## src/rtl/cache_assoc_nway.sv

```systemverilog
// N-way set-associative, write-back / write-allocate cache with true-LRU replacement.
// One word per line; misses use a req/ack handshake to a word-addressed backing memory.
module cache_assoc_nway #(
    parameter  int ADDR_W = 4,
    parameter  int IDX_W  = 2,
    parameter  int WAYS   = 2,
    parameter  int DATA_W = 8,
    localparam int AGE_W  = $clog2(WAYS)
) (
    input  logic                  clock,
    input  logic                  reset,
    input  logic                  habilita,
    input  logic                  we,
    input  logic [ADDR_W-1:0]     endereco,
    input  logic [DATA_W-1:0]     dado,
    output logic                  ready,
    output logic                  done,
    output logic                  hit,
    output logic                  wb,
    output logic [DATA_W-1:0]     q,
    output logic                  mem_req,
    output logic                  mem_we,
    output logic [ADDR_W-1:0]     mem_addr,
    output logic [DATA_W-1:0]     mem_wdata,
    input  logic                  mem_ack,
    input  logic [DATA_W-1:0]     mem_rdata,
    output logic [WAYS*AGE_W-1:0] lru_set
);
    localparam int SETS  = 2 ** IDX_W;
    localparam int TAG_W = ADDR_W - IDX_W;

    typedef enum logic [2:0] {S_IDLE, S_COMPARE, S_WBACK, S_FILL, S_DONE} state_t;
    state_t state_q, state_d;

    logic              valid_q [SETS][WAYS];
    logic              dirty_q [SETS][WAYS];
    logic [TAG_W-1:0]  tag_q   [SETS][WAYS];
    logic [DATA_W-1:0] data_q  [SETS][WAYS];
    logic [AGE_W-1:0]  age_q   [SETS][WAYS];

    logic              req_we_q;
    logic [ADDR_W-1:0] req_addr_q;
    logic [DATA_W-1:0] req_data_q;
    logic [AGE_W-1:0]  victim_q;
    logic              hit_q;
    logic              wb_q;

    logic [IDX_W-1:0]  req_idx;
    logic [TAG_W-1:0]  req_tag;
    logic              lookup_hit;
    logic              any_invalid;
    logic              victim_dirty;
    logic              ack_valid;
    logic              touch_en;
    logic [AGE_W-1:0]  hit_way;
    logic [AGE_W-1:0]  invalid_way;
    logic [AGE_W-1:0]  lru_way;
    logic [AGE_W-1:0]  victim_way;
    logic [AGE_W-1:0]  touch_way;

    assign req_idx   = req_addr_q[IDX_W-1:0];
    assign req_tag   = req_addr_q[ADDR_W-1:IDX_W];
    // An ack only counts while a request is actually outstanding.
    assign ack_valid = mem_req && mem_ack;

    // NOTE: every variable gets a default before the loop so no path leaves it unassigned (no latch).
    always_comb begin
        lookup_hit  = 1'b0;
        any_invalid = 1'b0;
        hit_way     = '0;
        invalid_way = '0;
        lru_way     = '0;
        // Descending scan: the last assignment wins, giving the lowest-index invalid way.
        for (int w = WAYS - 1; w >= 0; w--) begin
            if (valid_q[req_idx][w] && (tag_q[req_idx][w] == req_tag)) begin
                lookup_hit = 1'b1;
                hit_way    = AGE_W'(w);
            end
            if (!valid_q[req_idx][w]) begin
                any_invalid = 1'b1;
                invalid_way = AGE_W'(w);
            end
            if (age_q[req_idx][w] == AGE_W'(WAYS - 1)) begin
                lru_way = AGE_W'(w);
            end
        end
        victim_way   = any_invalid ? invalid_way : lru_way;
        victim_dirty = valid_q[req_idx][victim_way] && dirty_q[req_idx][victim_way];
    end

    always_comb begin
        state_d = state_q;
        ready   = (state_q == S_IDLE);
        done    = (state_q == S_DONE);
        hit     = done && hit_q;
        wb      = done && wb_q;
        unique case (state_q)
            S_IDLE:    if (habilita) state_d = S_COMPARE;
            S_COMPARE: begin
                if (lookup_hit)        state_d = S_DONE;
                else if (victim_dirty) state_d = S_WBACK;
                else                   state_d = S_FILL;
            end
            S_WBACK:   if (ack_valid) state_d = S_FILL;
            S_FILL:    if (ack_valid) state_d = S_DONE;
            S_DONE:    state_d = S_IDLE;
            default:   state_d = S_IDLE;
        endcase
    end

    // NOTE: sequential state uses non-blocking assignments so all registers update from pre-edge values.
    always_ff @(posedge clock) begin
        if (reset) state_q <= S_IDLE;
        else       state_q <= state_d;
    end

    assign touch_en  = ((state_q == S_COMPARE) && lookup_hit) || ((state_q == S_FILL) && ack_valid);
    assign touch_way = (state_q == S_COMPARE) ? hit_way : victim_q;

    always_ff @(posedge clock) begin
        if (reset) begin
            // NOTE: the line arrays are plain registers, so reset clears them and seeds a valid LRU permutation.
            for (int s = 0; s < SETS; s++) begin
                for (int w = 0; w < WAYS; w++) begin
                    valid_q[s][w] <= 1'b0;
                    dirty_q[s][w] <= 1'b0;
                    tag_q[s][w]   <= '0;
                    data_q[s][w]  <= '0;
                    age_q[s][w]   <= AGE_W'(w);
                end
            end
            req_we_q   <= 1'b0;
            req_addr_q <= '0;
            req_data_q <= '0;
            victim_q   <= '0;
            hit_q      <= 1'b0;
            wb_q       <= 1'b0;
            q          <= '0;
            mem_req    <= 1'b0;
            mem_we     <= 1'b0;
            mem_addr   <= '0;
            mem_wdata  <= '0;
        end else begin
            unique case (state_q)
                S_IDLE: begin
                    wb_q <= 1'b0;
                    if (habilita) begin
                        req_we_q   <= we;
                        req_addr_q <= endereco;
                        req_data_q <= dado;
                    end
                end
                S_COMPARE: begin
                    hit_q    <= lookup_hit;
                    victim_q <= victim_way;
                    if (lookup_hit) begin
                        if (req_we_q) begin
                            data_q[req_idx][hit_way]  <= req_data_q;
                            dirty_q[req_idx][hit_way] <= 1'b1;
                            q                         <= req_data_q;
                        end else begin
                            q <= data_q[req_idx][hit_way];
                        end
                    end else begin
                        mem_req <= 1'b1;
                        if (victim_dirty) begin
                            mem_we    <= 1'b1;
                            mem_addr  <= {tag_q[req_idx][victim_way], req_idx};
                            mem_wdata <= data_q[req_idx][victim_way];
                        end else begin
                            mem_we   <= 1'b0;
                            mem_addr <= req_addr_q;
                        end
                    end
                end
                S_WBACK: begin
                    if (ack_valid) begin
                        mem_req <= 1'b0;
                        mem_we  <= 1'b0;
                        wb_q    <= 1'b1;
                    end
                end
                S_FILL: begin
                    // After a write-back the request is re-raised one cycle later, leaving an idle gap.
                    if (!mem_req) begin
                        mem_req  <= 1'b1;
                        mem_we   <= 1'b0;
                        mem_addr <= req_addr_q;
                    end else if (mem_ack) begin
                        mem_req                    <= 1'b0;
                        valid_q[req_idx][victim_q] <= 1'b1;
                        tag_q[req_idx][victim_q]   <= req_tag;
                        dirty_q[req_idx][victim_q] <= req_we_q;
                        data_q[req_idx][victim_q]  <= req_we_q ? req_data_q : mem_rdata;
                        q                          <= req_we_q ? req_data_q : mem_rdata;
                    end
                end
                default: ;
            endcase

            if (touch_en) begin
                for (int w = 0; w < WAYS; w++) begin
                    if (AGE_W'(w) == touch_way)
                        age_q[req_idx][w] <= '0;
                    else if (age_q[req_idx][w] < age_q[req_idx][touch_way])
                        age_q[req_idx][w] <= age_q[req_idx][w] + 1'b1;
                end
            end
        end
    end

    always_comb begin
        lru_set = '0;
        for (int w = 0; w < WAYS; w++) begin
            lru_set[w*AGE_W +: AGE_W] = age_q[endereco[IDX_W-1:0]][w];
        end
    end

endmodule

```

## config.mk

```make
export PLATFORM = sky130hd
export DESIGN_NAME = cache_assoc_nway
export DESIGN_NICKNAME = d
export VERILOG_FILES = /design/src/rtl/cache_assoc_nway.sv
export SDC_FILE = /design/constraint.sdc
export NUM_CORES = 1
export LEC_CHECK = 0
export ABC_CLOCK_PERIOD_IN_PS = 9000
export CORE_MARGIN = 1
export CORE_UTILIZATION = 50
export CTS_CLUSTER_DIAMETER = 40
export DETAILED_ROUTE_END_ITERATION = 12
export PLACE_DENSITY = 0.7
export RECOVER_POWER = 50
export SYNTH_ARGS = -nofsm -noshare
export SYNTH_HDL_FRONTEND = slang
export SYNTH_SLANG_ARGS = --single-unit
```

## constraint.sdc

```tcl
create_clock -name clock -period 9 [get_ports clock]
set_input_delay 1.8 -clock clock [delete_from_list [all_inputs] [get_ports clock]]
set_output_delay 1.8 -clock clock [all_outputs]
set_load 0.02 [all_outputs]
```

==> metrics, run 1 <==
clock share of power 46.4%; Largest delay share family, worst path buffers and inverters; library cells used by synthesis just under 50; Cells after DPL just over 800; vias post-DR 5066; critical path depth in cells 7; DR pass1 iterations 5; layout cell share with drive strength beyond 1 between 10% and 20%; Placed Area between 0.007 and 0.008 mm2; Yosys reg bits about 150; CP Data Required Time between 9 and 10 ns; P_int about 0.0013 W; Fillers 1123; reported net switching power 0.000411 W; crit path from reset; Hold Startpoint mem_addr[3]; Post-DP HPWL between 10000 and 15000 um; DR DRC count 0; Seq pwr share a little over two fifths; total gr overflow 0; Nets approximately 680; post-synth top area cell edfxtp_1; clock buffer depth 2; Initial Util between 50% and 60%; FP Rows 42; buffers and inverters on the worst path 2; Clock Pin Slew Worst Setup and Hold Paths 0.06 ns; fin worst setup slack about 2.9 ns; Post-Synthesis Cells 621; hold buffers post-CTS 0; period utilisation layout between 60 and 70%; Pleak 2.79 nW; Final Max Slew Viols 112; post-route ant nets 0; Min-Delay Path Class flip-flop to flip-flop; initial antenna violation count 0; asr flop ratio synth 0%; worst-skew pair later-pin latency 0.43 ns; Area growth syn-to-layout 18.3%; Syn Nets 646; Final Setup Violations 0; post-synth top area share between 40% and 50%; Final Non-Filler Cells between 800 and 900; syn_area_per_cell approximately 11 um2; relative slew slack -151%; Crit path top cell by count nand3_1; CTS tree yes; count leader, synth nor2_1; register area share after synthesis 55.6%; design area around 0.0083 mm2; n_diodes 0; clk_skew between 0.008 and 0.009 ns; Critical Path Source Type primary input; Synthesis Warnings 0; crit path max fanout between 80 and 90; Die Y roughly 120 um; vias in the first global route 5022; Reg-to-Reg End dirty_q[3][0]; gpl congestion roughly 0.91; Top FF cell, synth edfxtp_1; Critical Path End Type flip-flop; Routed wire per std cell between 20 and 25 um; Net Sw Frac between 20% and 30%; CP Class primary input to flip-flop; RSZ-0062 raised after global routing false; io pins 53; DR vias/cell between 6 and 7; Mapped Area 0.00700 mm2; Root Buffer clkbuf_16; Max Clock Freq between 150 and 200 MHz; Gate power share 9.9%; clock sink total around 150; Post-synth top cells nor2_1 (109), edfxtp_1 (95), nand2_1 (70), dfxtp_1 (52), mux2i_1 (34); cts bufs inserted 17; largest net degree at the start of global routing 84; Chip Width 120 um; Maximum Capacitance Violations 2; die area about 0.014 mm2; tightest hold margin about 0.47 ns; Peak VDD IR 0.137 mV; I/O Buffers 52; slowest cell on the critical path clkbuf_1; EDFF count, synth 95; WP data arrival 6.15 ns; worst slew pin tran roughly 3.8 ns; Post-CTS Setup Bufs 0; flop2flop setup slack ~3.7 ns; P per Cell Area 211 mW/mm2; Area contributors post-synth edfxtp_1 (41%), dfxtp_1 (15%), mux4_2 (9.3%); violated checks capacitance limit, slew limit; final hold vios 0; Register Area ~0.0039 mm2; CP max stage delay 2.64 ns; area of the multi-input gates ~0.0029 mm2; hold depth 2; r2r worst-path depth 7; minimum clock period 6.08 ns; final wirelength ~17000 um; global-route wire length before repair between 20000 and 30000 um; outcome finished with violations; Overall Global Routing Usage between 20 and 30%; Setup TNS Final 0 ns; Core Area approximately 0.013 mm2; H-tree levels 4; pre-CTS WS between 3 and 4 ns; cts repair resizes 0; drt initial violations 450; hold endpoint mem_addr[3]; Critical Path, Cell by Cell buf_2 > clkbuf_1 > nor2_1 > nand3_1 > o31ai_1 > nand3_1 > nand2b_1
==> tightest hold or removal path: stages (launching register included) <==
cell,delay [ns]
dfxtp_1,0.31
nand2_1,0.06
a21oi_1,0.05
==> cell type report <==
class / instances / area share [%]
sequential: 147 / 47.0
multi-input combinational: 415 / 34.7
timing repair buffer: 59 / 6.77
clock buffer: 18 / 5.30
clock inverter: 14 / 3.01
tap: 176 / 2.66
inverter: 12 / 0.544
==> layout by cell type, fill, tap and decap left out, types with 4 or more instances in the layout <==
cell and instances:
a21o_1 15, edfxtp_1 95, a311oi_1 8, nor2_1 109, dlygate4sd3_1 24, inv_1 12
nand3_1 8, nand2b_1 15, mux4_2 29, bufinv_16 6, nor3_1 11, a21oi_1 31
nand2_1 70, dfxtp_1 52, o21bai_1 5, clkinv_4 4, a221oi_1 14, mux2i_1 34
o22ai_1 9, mux2_2 7, clkdlybuf4s50_1 27, clkbuf_16 17, buf_4 5
==> kinds of logic after synthesis <==
logic type,synth area share [%]
xor+xnor,0.500
compound gates,9.83
buf+inv,3.41
mux,15.3
flops,55.6
simple gates,15.3
==> sequential cells by signal (all words and copies together), names as in the netlist, named ones only <==
register,count
data_q,64
req_addr_q,4
mem_addr,4
mem_wdata,8
req_we_q,1
q,8
victim_q,1
state_q,3
wb_q,1
hit_q,1
tag_q,16
mem_req,1
mem_we,1
valid_q,8
age_q,8
req_data_q,8
dirty_q,8
==> through the flow <==
step / power (W) / util, %
6_report: 0.00175 / 61.6
5_1_grt: 0.00181 / 61.6
4_1_cts: 0.00176 / 61.7
3_5_place_dp: 0.000949 / 56.6
3_3_place_gp: 0.000945 / 56.6
2_1_floorplan: 0.000890 / -
==> layer usage <==
metal	global-route usage, %	vias up	wire, um
met5	0	-	0
met4	8.33	0	218
met3	6.56	21	1230
met2	39.2	199	8000
met1	34.3	2506	7440
li1	-	2340	-
==> power groups by stage <==
stage	Combinational, W	Clock (W)	Sequential (W)
CTS	0.000172	0.000820	0.000764
finish	0.000173	0.000813	0.000765
global route	0.000188	0.000852	0.000768
floorplan	0.000126	0	0.000764
detailed placement	0.000171	0	0.000779
global placement	0.000168	0	0.000777
==> worst max path at each step <==
stage                     to
6_report       dirty_q[3][0]
5_1_grt         data_q[1][3]
4_1_cts           lru_set[0]
3_5_place_dp      lru_set[0]
3_3_place_gp      lru_set[0]
2_1_floorplan     lru_set[0]
Power figures use the tool's default switching activity.
==> run 2, diff against run 1 <==
--- a/config.mk
+++ b/config.mk
@@ -5,7 +5,7 @@
 export SDC_FILE = /design/constraint.sdc
 export NUM_CORES = 1
 export LEC_CHECK = 0
-export ABC_CLOCK_PERIOD_IN_PS = 9000
+export ABC_CLOCK_PERIOD_IN_PS = 6300
 export CORE_MARGIN = 1
 export CORE_UTILIZATION = 50
 export CTS_CLUSTER_DIAMETER = 40
==> constraint.sdc (replaced) <==
create_clock -name clock -period 6.3 [get_ports clock]
set_input_delay 1.26 -clock clock [delete_from_list [all_inputs] [get_ports clock]]
set_output_delay 1.26 -clock clock [all_outputs]
set_load 0.02 [all_outputs]
==> metrics, run 2 (synthesis results as in run 1) <==
clock buffer depth 2; Largest register FFs 64; outcome finished with violations; buffers and inverters on the worst path 0; reported net switching power around 0.00057 W; CTS tree yes; vias post-DR 5219; Max Clock Freq 205 MHz; Setup TNS Final 0 ns; n_diodes 0; P_int about 0.0018 W; Net Sw Frac 23.8%; Peak VDD IR about 0.21 mV; io pins 53; Post-CTS Setup Bufs 0; clock share of power between 40% and 50%; Critical Path End Type flip-flop; period utilisation layout around 77%; die area between 0.01 and 0.015 mm2; most common cell after layout, fill and taps aside nor2_1; minimum clock period ~5 ns; cts bufs inserted 17; drt initial violations 503; worst slew pin tran roughly 2.4 ns; Gate power share 10.0%; largest net degree at the start of global routing 54; I/O Buffers 52; Chip Width 120 um; tightest hold margin approximately 0.46 ns; Largest regs data_q x64, tag_q x16; Maximum Capacitance Violations 2; Initial Util 52.1%; FP Rows 42; final wirelength approximately 18000 um; H-tree levels 4; Seq pwr share 45.9%; Root Buffer clkbuf_16; Core Area around 0.013 mm2; grt met3 use between 7 and 8%; CP Class flip-flop to flip-flop; Routed wire per std cell about 21 um; Critical Path, Cell by Cell mux4_2 > xor2_1 > or3_1 > o31ai_1 > nand3_1 > nand2b_1; most frequent cells in the layout nor2_1 (109), edfxtp_1 (95), nand2_1 (70), dfxtp_1 (52), mux2i_1 (34); initial antenna violation count 0; Final Setup Violations 0; worst-skew pair later-pin latency around 0.43 ns; most crowded layer after global routing met2; relative slew slack -60.9%; slowest cell on the critical path dfxtp_1; total gr overflow 0; Post-DP HPWL around 12000 um; global-route wire length before repair 27800 um; Critical Path Source Type flip-flop; Area growth syn-to-layout 17.2%; crit path max fanout 27; DR vias/cell slightly above 6; Die Y 120 um; DR DRC count 0; DR pass1 iterations 5; Global Route met2 Usage about two fifths; Biggest register data_q; grt met1 use between 30% and 40%; fin worst setup slack 1.42 ns; post-route ant nets 0; gpl congestion roughly 0.9; cts repair resizes 0; Placed Area approximately 0.0076 mm2; CP Data Required Time between 6 and 7 ns; design area between 0.008 and 0.009 mm2; Clock Pin Slew Worst Setup and Hold Paths ~0.06 ns; violated checks capacitance limit, slew limit; RSZ-0062 raised after global routing false; Overall Global Routing Usage roughly 26%; Final Max Slew Viols just over 80; CP max stage delay between 1.5 and 2 ns; P per Cell Area between 200 and 300 mW/mm2; pre-CTS WS between 2 and 2.5 ns; Pleak between 2 and 3 nW; layout cell share with drive strength beyond 1 about an eighth; clock sink total approximately 150; Min-Delay Path Class flip-flop to flip-flop; clk_skew about 0.01 ns; Largest delay share family, worst path flip-flops; vias in the first global route around 5200; final hold vios 0; hold buffers post-CTS 0; WP data arrival between 4 and 5 ns; Nets between 600 and 700
-- run 2: cell types whose count changed in the layout (fill, tap and decap cells not counted) --
cell and change:
o21ai_1 -1, clkdlybuf4s50_1 -4, o21ai_0 +1, clkinv_1 +1
bufinv_16 -2, inv_6 -3, clkinv_4 -3, buf_2 -1
dlygate4sd3_1 +4, clkbuf_8 +1, clkbuf_1 +2, clkinvlp_4 -1
clkinv_2 +5
-- run 2: per-stage QoR --
step / cells / total power, W / utilization, %
after floorplan: 621 / 0.00127 / -
after global placement: 808 / 0.00135 / 56.5
after CTS: 840 / 0.00241 / 61.1
after global routing: 840 / 0.00247 / 61.0
after detailed placement: 808 / 0.00136 / 56.5
final: 840 / 0.00240 / 61.0
-- run 2: final cells by class --
type / count / area (um2)
fillers: 1074 / 5240
multi-input cells: 415 / 2880
clock inverters: 11 / 158
repair buffers: 58 / 556
well taps: 176 / 220
clock buffers: 21 / 460
inverters: 12 / 45.0
flip-flops and latches: 147 / 3890
-- run 2: worst paths after layout --
path | cells past startpoint | endpoint | start | slack (ns)
worst min-delay path | 2 | mem_addr[3] | mem_addr[3] | 0.46
worst min register to register | 2 | mem_addr[3] | mem_addr[3] | 0.46
worst max-delay path | 6 | data_q[3][0] | flip-flop | 1.42
worst max register to register | 6 | data_q[3][0] | flip-flop | 1.42
-- run 2: worst reg2reg max path, delay by kind of cell (launching register included) --
kind	cells	cell delay, ns
mux	1	0.71
simple gates	3	1.51
xor+xnor	1	0.20
flops	1	1.57
compound gates	1	0.52
-- run 2: layer usage --
metal  wire length [um]  vias up
met5                  0        -
met4                231        0
met3               1620       24
met2               8390      284
met1               7290     2573
li1                   -     2338
-- run 2: power by group through the flow --
stage	Sequential [W]	Clock, W	Combinational (W)
global placement	0.00112	0	0.000232
global route	0.00111	0.00110	0.000259
detailed placement	0.00112	0	0.000236
finish	0.00110	0.00106	0.000240
CTS	0.00110	0.00107	0.000240
floorplan	0.00109	0	0.000180
==> run 3, diff against run 2 <==
--- a/config.mk
+++ b/config.mk
@@ -5,12 +5,12 @@
 export SDC_FILE = /design/constraint.sdc
 export NUM_CORES = 1
 export LEC_CHECK = 0
-export ABC_CLOCK_PERIOD_IN_PS = 6300
+export ABC_CLOCK_PERIOD_IN_PS = 4300
 export CORE_MARGIN = 1
 export CORE_UTILIZATION = 50
 export CTS_CLUSTER_DIAMETER = 40
 export DETAILED_ROUTE_END_ITERATION = 12
-export PLACE_DENSITY = 0.7
+export PLACE_DENSITY = 0.73
 export RECOVER_POWER = 50
 export SYNTH_ARGS = -nofsm -noshare
 export SYNTH_HDL_FRONTEND = slang
==> constraint.sdc (replaced) <==
create_clock -name clock -period 4.3 [get_ports clock]
set_input_delay 0.86 -clock clock [delete_from_list [all_inputs] [get_ports clock]]
set_output_delay 0.86 -clock clock [all_outputs]
set_load 0.02 [all_outputs]
==> metrics, run 3 (synthesis results as in run 1) <==
outcome finished clean; hold buffers post-CTS 0; crit path max fanout 19; hold depth 2; cts repair resizes 0; initial antenna violation count 0; Peak VDD IR a little under 0.3 mV; CP max stage delay about 0.7 ns; Max Clock Freq between 200 and 300 MHz; layout cell share with drive strength beyond 1 12.9%; FP Rows 42; Root Buffer clkbuf_16; most common cell after layout, fill and taps aside nor2_1; clock sink total about 150; CTS tree yes; CP Data Required Time 4.38 ns; Min-Delay Path Class flip-flop to flip-flop; Post-CTS Setup Bufs 0; CP Class flip-flop to flip-flop; Final Setup Violations 0; n_diodes 0; DR pass1 iterations 5; slowest cell on the critical path dfxtp_1; Cells after DPL between 800 and 900; global-route wire length before repair about 28000 um; io pins 53; Largest regs data_q x64, tag_q x16; relative slew slack a little under two fifths; Pleak about 2.8 nW; clock buffer depth 2; RSZ-0062 raised after global routing false; Post-DP HPWL between 10000 and 15000 um; Biggest register data_q; Chip Width about 120 um; Final Non-Filler Cells between 800 and 900; WP data arrival between 3 and 4 ns; Critical Path, Cell by Cell buf_4 > mux4_2 > and3_1 > o31ai_2 > nand3_1 > nand2b_1; die area about 0.014 mm2; Setup TNS Final 0 ns; Critical Path End Type flip-flop; Routed wire per std cell between 20 and 25 um; Largest register FFs 64; Nets 678; Maximum Capacitance Violations 0; worst-skew pair later-pin latency around 0.43 ns; Overall Global Routing Usage a little over a quarter; Area growth syn-to-layout 17.2%; clk_skew 0.0113 ns; Core Area 0.0135 mm2; Initial Util a little over half; most frequent cells in the layout nor2_1 (109), edfxtp_1 (95), nand2_1 (70), dfxtp_1 (52), mux2i_1 (34); flop2flop setup slack 0.65 ns; cts bufs inserted 17; final hold vios 0; r2r worst-path depth 6; Register Area a little under 0.004 mm2; Final Max Slew Viols 0; P per Cell Area around 420 mW/mm2; post-route ant nets 0; H-tree levels 4; DR vias/cell 6.12; total gr overflow 0; Critical Path Source Type flip-flop; vias in the first global route 4980; I/O Buffers 52; worst slew pin tran ~0.94 ns; Clock Pin Slew Worst Setup and Hold Paths approximately 0.060 ns; gpl congestion 0.873; vias post-DR between 5000 and 6000; Die Y 120 um; drt initial violations roughly 520; Fillers roughly 1100; largest net degree at the start of global routing between 40 and 50; final wirelength 17700 um; area of the multi-input gates 0.00288 mm2; period utilisation layout 84.8%; minimum clock period 3.65 ns; DR DRC count 0
==> run 3: changes by cell type in the layout (fill, tap and decap cells not counted), sizes merged <==
| cell | delta |
|---|---|
| clkbuf | -6 |
| dlygate4sd3 | -2 |
| clkinvlp | +4 |
| buf | +4 |
| bufinv | -1 |
| clkinv | +1 |
| clkdlybuf4s50 | +2 |
==> run 3: final timing paths <==
path                    to        start
min            mem_addr[2]  mem_addr[2]
max reg2reg  dirty_q[3][0]    flip-flop
min reg2reg    mem_addr[2]  mem_addr[2]
max          dirty_q[3][0]    flip-flop
==> run 3: critical path: cells and delay by family (launching register included) <==
family,cells,cell delay (ns)
AO/OA/AOI/OAI,1,0.41
buffers and inverters,1,0.46
flip-flops,1,0.70
multiplexers,1,0.63
AND/OR/NAND/NOR,3,1.09
==> run 3: cell type report <==
| class | count | area share, % |
|---|---|---|
| inverter | 12 | 0.549 |
| timing repair buffer | 60 | 7.01 |
| tap | 176 | 2.68 |
| sequential | 147 | 47.4 |
| clock buffer | 17 | 5.18 |
| clock inverter | 15 | 2.03 |
| multi-input combinational | 415 | 35.1 |
==> run 3: metal layers <==
layer  routed length [um]  track usage, %
met5                    0               0
met4                  308            9.34
met3                 1660            6.13
met2                 8270            40.4
met1                 7460            36.0
==> run 3: power breakdown <==
part,switching [W],internal [W]
sequential,0.0000580,0.00155
combinational,0.000220,0.000142
clock,0.000582,0.000904
total,0.000860,0.00260
==> run 3: per-stage QoR <==
stage	instance area, um2	setup WS (ns)	hold WS (ns)	power, W	utilization, %
finish	8210	0.654	0.454	0.00346	61.0
global route	8210	0.385	0.464	0.00357	61.0
CTS	8210	0.871	0.460	0.00346	61.0
detailed placement	7620	0.789	0.451	0.00199	56.6
global placement	7620	0.920	0.449	0.00199	56.6
floorplan	7000	1.41	0.449	0.00186	-
